### config.mk
export PLATFORM = sky130hd
export DESIGN_NAME = xor_pg_share_feeder_flat
export DESIGN_NICKNAME = d
export VERILOG_FILES = /design/src/rtl/xor_pg_pkg.sv /design/src/rtl/xor_pg_share_feeder_if.sv /design/src/rtl/xor_pg_lfsr32.sv /design/src/rtl/xor_pg_share_feeder.sv /design/src/flat_wrapper.sv
export SDC_FILE = /design/constraint.sdc
export NUM_CORES = 1
export LEC_CHECK = 0
export BUFFER_PORTS_ARGS = -buffer_cell sky130_fd_sc_hd__buf_4
export CORE_ASPECT_RATIO = 0.7
export CORE_MARGIN = 2
export CORE_UTILIZATION = 59
export CTS_CLUSTER_SIZE = 24
export DETAILED_ROUTE_END_ITERATION = 16
export GPL_TIMING_DRIVEN = 0
export PLACE_DENSITY_LB_ADDON = 0.25
export SYNTH_ARGS = -nofsm -noshare
export SYNTH_HDL_FRONTEND = slang
export SYNTH_SLANG_ARGS = --single-unit
### constraint.sdc
create_clock -name clk -period 2.7 [get_ports clk]
set_input_delay 0.54 -clock clk [delete_from_list [all_inputs] [get_ports clk]]
set_output_delay 0.54 -clock clk [all_outputs]
set_load 0.03 [all_outputs]
### src/rtl/xor_pg_pkg.sv
// Shared types and constants for the XOR share feeder.
// Holds the Galois LFSR taps and reset state, the feeder FSM encoding,
// the registered share bundle layout and the single-step LFSR function.
package xor_pg_pkg;

  localparam int unsigned LFSR_W       = 32;
  localparam int unsigned STEPS_PER_OP = 5;

  localparam logic [LFSR_W-1:0] LFSR_TAPS    = 32'h8020_0003;
  localparam logic [LFSR_W-1:0] LFSR_DEFAULT = 32'h0000_0001;

  typedef enum logic [1:0] {
    ST_UNSEEDED = 2'd0,
    ST_WARMUP   = 2'd1,
    ST_RUN      = 2'd2
  } feeder_state_e;

  // Registered output payload: two shares per operand plus gadget randomness.
  typedef struct packed {
    logic a0;
    logic a1;
    logic b0;
    logic b1;
    logic r0;
    logic r1;
    logic r2;
  } share_bundle_t;

  // One right-shift Galois step; a nonzero state never maps to zero.
  function automatic logic [LFSR_W-1:0] lfsr_step(input logic [LFSR_W-1:0] s);
    logic [LFSR_W-1:0] n;
    n = s >> 1;
    if (s[0]) begin
      n = n ^ LFSR_TAPS;
    end
    return n;
  endfunction

endpackage

### src/rtl/xor_pg_share_feeder_if.sv
// Operand-in / share-bundle-out handshake bundle of the XOR share feeder.
// slave  : the feeder side (accepts operands, produces shares).
// master : the environment side (supplies operands, consumes shares).
interface xor_pg_share_feeder_if;

  logic in_valid;
  logic in_ready;
  logic in_a;
  logic in_b;
  logic out_valid;
  logic out_ready;
  logic a0;
  logic a1;
  logic b0;
  logic b1;
  logic r0;
  logic r1;
  logic r2;

  modport slave (
    input  in_valid, in_a, in_b, out_ready,
    output in_ready, out_valid, a0, a1, b0, b1, r0, r1, r2
  );

  modport master (
    output in_valid, in_a, in_b, out_ready,
    input  in_ready, out_valid, a0, a1, b0, b1, r0, r1, r2
  );

endinterface

### src/rtl/xor_pg_lfsr32.sv
// 32-bit Galois LFSR with load, single-step and five-step advance.
// Ports: clk, rst_n (async, active-low), load (seed, zero maps to 1),
//        step1 (advance one step), step5 (advance five steps),
//        seed (load value), state (current LFSR state).
// Priority: load > step5 > step1; otherwise the state holds.
module xor_pg_lfsr32
  import xor_pg_pkg::*;
(
  input  logic              clk,
  input  logic              rst_n,
  input  logic              load,
  input  logic              step1,
  input  logic              step5,
  input  logic [LFSR_W-1:0] seed,
  output logic [LFSR_W-1:0] state
);

  logic [LFSR_W-1:0] state_q;
  logic [LFSR_W-1:0] state_d;
  logic [LFSR_W-1:0] step5_c;

  // Unrolled five-step advance used once per accepted operand pair.
  always_comb begin
    step5_c = state_q;
    for (int unsigned i = 0; i < STEPS_PER_OP; i++) begin
      step5_c = lfsr_step(step5_c);
    end
  end

  // Next state; an all-zero seed would lock the register, so it loads 1.
  always_comb begin
    state_d = state_q;
    if (load) begin
      state_d = (seed == '0) ? LFSR_DEFAULT : seed;
    end else if (step5) begin
      state_d = step5_c;
    end else if (step1) begin
      state_d = lfsr_step(state_q);
    end
  end

  always_ff @(posedge clk or negedge rst_n) begin
    if (!rst_n) begin
      state_q <= LFSR_DEFAULT;
    end else begin
      state_q <= state_d;
    end
  end

  assign state = state_q;

endmodule

### src/rtl/xor_pg_share_feeder.sv
// Splits unmasked operand bits into Boolean shares for a masked XOR gate
// and supplies fresh randomness alongside each bundle.
// Ports: clk, rst_n (async, active-low), seed_load/seed (reseed PRNG),
//        bus (slave side of the operand/share handshake),
//        ops_cnt (accepted pair count, wraps modulo 2^CNT_W).
// After a seed load the PRNG is warmed up for WARMUP steps before operands
// are accepted; each accept consumes five fresh LFSR bits.
module xor_pg_share_feeder
  import xor_pg_pkg::*;
#(
  parameter int unsigned WARMUP = 32,
  parameter int unsigned CNT_W  = 16
) (
  input  logic                  clk,
  input  logic                  rst_n,
  input  logic                  seed_load,
  input  logic [LFSR_W-1:0]     seed,
  xor_pg_share_feeder_if.slave  bus,
  output logic [CNT_W-1:0]      ops_cnt
);

  localparam int unsigned WC_W = (WARMUP < 1) ? 1 : $clog2(WARMUP + 1);

  feeder_state_e     state_q;
  feeder_state_e     state_d;
  logic [WC_W-1:0]   wcnt_q;
  logic [WC_W-1:0]   wcnt_d;
  logic [CNT_W-1:0]  ops_cnt_q;
  logic [CNT_W-1:0]  ops_cnt_d;
  logic              out_valid_q;
  logic              out_valid_d;
  share_bundle_t     bundle_q;
  share_bundle_t     bundle_d;

  logic              in_ready_c;
  logic              accept_c;
  logic              lfsr_step1_c;
  logic [LFSR_W-1:0] lfsr_state;
  logic              lfsr_unused;

  xor_pg_lfsr32 u_lfsr (
    .clk   (clk),
    .rst_n (rst_n),
    .load  (seed_load),
    .step1 (lfsr_step1_c),
    .step5 (accept_c),
    .seed  (seed),
    .state (lfsr_state)
  );

  // Upper LFSR bits only feed the register's own next state.
  assign lfsr_unused = ^lfsr_state[LFSR_W-1:STEPS_PER_OP];

  // Next-state, handshake and share generation; seed_load overrides all.
  always_comb begin
    state_d      = state_q;
    wcnt_d       = wcnt_q;
    ops_cnt_d    = ops_cnt_q;
    out_valid_d  = out_valid_q;
    bundle_d     = bundle_q;
    in_ready_c   = 1'b0;
    accept_c     = 1'b0;
    lfsr_step1_c = 1'b0;

    if (seed_load) begin
      state_d     = ST_WARMUP;
      wcnt_d      = '0;
      out_valid_d = 1'b0;
    end else begin
      case (state_q)
        ST_UNSEEDED: begin
          state_d = ST_UNSEEDED;
        end

        // WARMUP discarded steps, then one cycle to hand over to RUN.
        ST_WARMUP: begin
          if (wcnt_q < WC_W'(WARMUP)) begin
            lfsr_step1_c = 1'b1;
            wcnt_d       = wcnt_q + WC_W'(1);
          end else begin
            state_d = ST_RUN;
          end
        end

        // Single-entry output stage: refill when empty or being drained.
        ST_RUN: begin
          in_ready_c = !out_valid_q || bus.out_ready;
          accept_c   = bus.in_valid && in_ready_c;
          if (accept_c) begin
            out_valid_d = 1'b1;
            ops_cnt_d   = ops_cnt_q + CNT_W'(1);
            // Operands are mixed with the mask before reaching a register.
            bundle_d.a0 = bus.in_a ^ lfsr_state[0];
            bundle_d.a1 = lfsr_state[0];
            bundle_d.b0 = bus.in_b ^ lfsr_state[1];
            bundle_d.b1 = lfsr_state[1];
            bundle_d.r0 = lfsr_state[2];
            bundle_d.r1 = lfsr_state[3];
            bundle_d.r2 = lfsr_state[4];
          end else if (bus.out_ready) begin
            out_valid_d = 1'b0;
          end
        end

        default: begin
          state_d = ST_UNSEEDED;
        end
      endcase
    end
  end

  always_ff @(posedge clk or negedge rst_n) begin
    if (!rst_n) begin
      state_q     <= ST_UNSEEDED;
      wcnt_q      <= '0;
      ops_cnt_q   <= '0;
      out_valid_q <= 1'b0;
      bundle_q    <= '0;
    end else begin
      state_q     <= state_d;
      wcnt_q      <= wcnt_d;
      ops_cnt_q   <= ops_cnt_d;
      out_valid_q <= out_valid_d;
      bundle_q    <= bundle_d;
    end
  end

  assign bus.in_ready  = in_ready_c;
  assign bus.out_valid = out_valid_q;
  assign bus.a0        = bundle_q.a0;
  assign bus.a1        = bundle_q.a1;
  assign bus.b0        = bundle_q.b0;
  assign bus.b1        = bundle_q.b1;
  assign bus.r0        = bundle_q.r0;
  assign bus.r1        = bundle_q.r1;
  assign bus.r2        = bundle_q.r2;
  assign ops_cnt       = ops_cnt_q;

endmodule

### src/flat_wrapper.sv
// flat-port wrapper written by rule: the top's interface ports become plain ports
module xor_pg_share_feeder_flat import xor_pg_pkg::*;
#(
  parameter int unsigned WARMUP = 32,
  parameter int unsigned CNT_W  = 16
)
  (clk, rst_n, seed_load, seed, ops_cnt, bus_in_valid, bus_in_a, bus_in_b, bus_out_ready, bus_in_ready, bus_out_valid, bus_a0, bus_a1, bus_b0, bus_b1, bus_r0, bus_r1, bus_r2);
  xor_pg_share_feeder_if bus_i ();
  input  logic clk;
  input  logic rst_n;
  input  logic seed_load;
  input  logic [LFSR_W-1:0] seed;
  output logic [CNT_W-1:0] ops_cnt;
  input wire logic [$bits(bus_i.in_valid)-1:0] bus_in_valid;
  input wire logic [$bits(bus_i.in_a)-1:0] bus_in_a;
  input wire logic [$bits(bus_i.in_b)-1:0] bus_in_b;
  input wire logic [$bits(bus_i.out_ready)-1:0] bus_out_ready;
  output wire logic [$bits(bus_i.in_ready)-1:0] bus_in_ready;
  output wire logic [$bits(bus_i.out_valid)-1:0] bus_out_valid;
  output wire logic [$bits(bus_i.a0)-1:0] bus_a0;
  output wire logic [$bits(bus_i.a1)-1:0] bus_a1;
  output wire logic [$bits(bus_i.b0)-1:0] bus_b0;
  output wire logic [$bits(bus_i.b1)-1:0] bus_b1;
  output wire logic [$bits(bus_i.r0)-1:0] bus_r0;
  output wire logic [$bits(bus_i.r1)-1:0] bus_r1;
  output wire logic [$bits(bus_i.r2)-1:0] bus_r2;
  assign bus_i.in_valid = bus_in_valid;
  assign bus_i.in_a = bus_in_a;
  assign bus_i.in_b = bus_in_b;
  assign bus_i.out_ready = bus_out_ready;
  assign bus_in_ready = bus_i.in_ready;
  assign bus_out_valid = bus_i.out_valid;
  assign bus_a0 = bus_i.a0;
  assign bus_a1 = bus_i.a1;
  assign bus_b0 = bus_i.b0;
  assign bus_b1 = bus_i.b1;
  assign bus_r0 = bus_i.r0;
  assign bus_r1 = bus_i.r1;
  assign bus_r2 = bus_i.r2;
  xor_pg_share_feeder #(.WARMUP(WARMUP), .CNT_W(CNT_W)) u_core (.clk(clk), .rst_n(rst_n), .seed_load(seed_load), .seed(seed), .bus(bus_i), .ops_cnt(ops_cnt));
endmodule
==> reports/results.ini <==
[floorplanning]
fp-row-count = 22
die_x_um = 92.9
start_util = 0.617
die_h_um = 66.2
pin_count = 64
die-area_um2 = 6150
coreArea_um2 = 5290

[clocking]
htree_levels = 3
path_clk_slew_ns = 0.07
cts_hold_buf = 0
cts_resized = 0
clk_latency_ns = 0.35
cts_root_buffer = clkbuf_8
clk_path_buf_depth = 2
clock_sinks = 64
cts_tree = yes
post_cts_buffers = 0
cts_buffers = 9

[placed_design]
io_buffers = 62
gp_congestion = 0.907
hpwl_mm = 6.08
place_area_um2 = 3820

[yosys]
postSynth.asyncResetShare = 1.00
syn-instance-count = 332
netlist_area_um2 = 3260
syn_area_per_cell_um2 = 9.83
netlist-cell-type-count = 44
synth_ff_type = dfrtp_1
synth_edf_count = 0
ys_seq_area_frac = 0.491
synth_nets = 373
yosysWarnings = 0
synth_seq_cells = 64

[routing]
first_iter_violations = 286
detail_route.wl_per_cell_um = 17.8
drc = 0
routed_wl_mm = 8.59
dr.pass1.iters = 5
ant_nets = 0
vias = 2943
post_drt_via_cell_ratio = 6.11

[setup_path]
cp_slowest_cell = clkbuf_1
critPathMostFrequentCell = clkbuf_1
endpoint_kind = output pin
critPathMaxStageDelay_ns = 0.45
crit_type = in2out
worstRegToRegCells = 6
worstPathArrival_ns = 1.80
r2r_start = u_core.state_q[1]
cp-start-kind = primary input
crit_required_ns = 2.16
path_cells = buf_6 > clkbuf_1 > clkbuf_1 > nor2_1 > buf_4
r2r_slack_ns = 0.75
rr_endpoint = u_core.u_lfsr.state[12]
crit_fanout = 10

[power]
p_int_mw = 1.77
clkPwrFrac = 0.396
share_comb_of_total_power = 0.158
p_seq_frac = 0.446
ir_drop_v = 0.000459
leakagePower_nw = 1.89
p_sw_frac = 0.263
pwr_density_cell_nw_per_um2 = 592
power.net_switching_mw = 0.630
power_mw = 2.40

[cells_and_area]
final_common_cell = buf_4
drive_gt1_frac = 0.244
final_cell_mix = buf_4 (68), dfrtp_1 (63), nand2_1 (52)
area_growth_pct = 24.1
antennaDiodeCount = 0
final_area_um2 = 4050
fin_util = 0.766
fin_nets = 446

[grt]
grt_pass1_vias = 2837
antenna_found_initial = 0
grt_overflow_total = 0
grt_usage = 0.301
grt_max_degree = 65
grt_pass1_wl_mm = 14.0

[sta]
slew_headroom = 0.467
timing.final.crit_share = 0.865
worst_pin_slew_ns = 0.799
rsz0062_at_grt = false
finalSetupViolations = 0
post-route-min-period_ns = 2.34
fmax_mhz = 428
final.setup.tns_ns = 0
clock_skew_ns = 0.00363
hold_viol = 0
slew_viol_final = 0

[job]
maxCapViolations = 0

[status]
outcome = finished, final reports clean

[min_path]
min_path_type = in2async

worst max-delay path, delay by kind of cell:
family	cells	cell delay, ns
AND/OR/NAND/NOR	1	0.10
buffers and inverters	4	1.14
area by class of cell:
class,count,area (um^2)
Fill cell,368,1240
Buffer,25,141
Timing Repair Buffer,62,465
Sequential cell,64,1600
Multi-Input combinational cell,240,1510
Clock buffer,11,151
Tap cell,72,90.1
Clock inverter,5,78.8
Inverter,3,11.3
flip-flops by register name, summed over array words and instances (netlist names):
signal	flops
u_core.bus.r2	1
u_core.ops_cnt	16
u_core.bus.r1	1
u_core.bus.out_valid	1
u_core.bus.r0	1
u_core.state_q	2
u_core.wcnt_q	6
u_core.bus.a0	1
u_core.bus.b1	1
u_core.bus.a1	1
u_core.bus.b0	1
u_core.u_lfsr.state	32
kinds of logic after synthesis:
family / Yosys count / share of synthesized area
and+or+nand+nor: 126 / 0.181
AOI/OAI and AO/OA: 76 / 0.167
DFF: 64 / 0.491
xor gates and xnor gates: 34 / 0.100
buffers and inverters: 28 / 0.0468
muxes: 2 / 0.00652
adders and majority gates: 2 / 0.00767
power by group through the flow:
stage          Combinational (mW)  Clock [mW]  Sequential (mW)
4_1_cts                     0.374       0.953             1.07
3_3_place_gp                0.359           0             1.08
6_report                    0.379       0.950             1.07
3_5_place_dp                0.368           0             1.08
5_1_grt                     0.412        1.01             1.07
2_1_floorplan               0.245           0             1.07
cells in the mapped netlist, types with 2 or more instances:
| master | n | area (um^2) |
|---|---|---|
| a22oi_1 | 24 | 180 |
| nand4_1 | 6 | 37.5 |
| a2bb2oi_1 | 3 | 26.3 |
| and4_1 | 4 | 35.0 |
| nand2_1 | 52 | 195 |
| buf_4 | 6 | 45.0 |
| buf_2 | 7 | 35.0 |
| xor2_1 | 6 | 52.6 |
| a31oi_1 | 13 | 81.3 |
| o22ai_1 | 3 | 18.8 |
| buf_6 | 2 | 22.5 |
| nor2b_1 | 4 | 25.0 |
| dfrtp_1 | 63 | 1580 |
| and3_1 | 2 | 12.5 |
| xnor2_1 | 25 | 219 |
| clkbuf_1 | 8 | 30.0 |
| nand3_1 | 6 | 30.0 |
| a21oi_1 | 8 | 40.0 |
| and2_1 | 2 | 12.5 |
| xnor2_2 | 2 | 32.5 |
| ha_1 | 2 | 25.0 |
| o21ai_0 | 8 | 40.0 |
| nor2_1 | 34 | 128 |
| nand2b_1 | 3 | 18.8 |
| inv_1 | 3 | 11.3 |
| a221o_1 | 11 | 110 |
| nor4_1 | 8 | 50.1 |
how the worst max path moves through the flow:
stage,from,to,depth (start not counted)
2_1_floorplan,seed_load,bus_in_ready,4
3_3_place_gp,seed_load,bus_in_ready,5
3_5_place_dp,seed_load,bus_in_ready,5
4_1_cts,seed_load,bus_in_ready,5
5_1_grt,seed_load,bus_in_ready,5
6_report,seed_load,bus_in_ready,5
stage by stage:
stage | std cells | worst slack [ns] | hold WS [ns]
after global routing | 482 | 0.280 | 0.335
after global placement | 466 | 0.466 | 0.461
after floorplan | 332 | 0.672 | 0.244
final | 482 | 0.364 | 0.268
after detailed placement | 466 | 0.441 | 0.469
after CTS | 482 | 0.384 | 0.300
per-layer routing:
| layer | up-vias | routed length, um | share of wire | track usage |
|---|---|---|---|---|
| met5 | - | 0 | 0 | 0 |
| met3 | 18 | 845 | 0.098 | 0.0855 |
| met2 | 170 | 3890 | 0.45 | 0.457 |
| met4 | 0 | 112 | 0.013 | 0.0790 |
| met1 | 1416 | 3740 | 0.44 | 0.430 |
| li1 | 1339 | - | - | - |
Power figures use the tool's default switching activity.
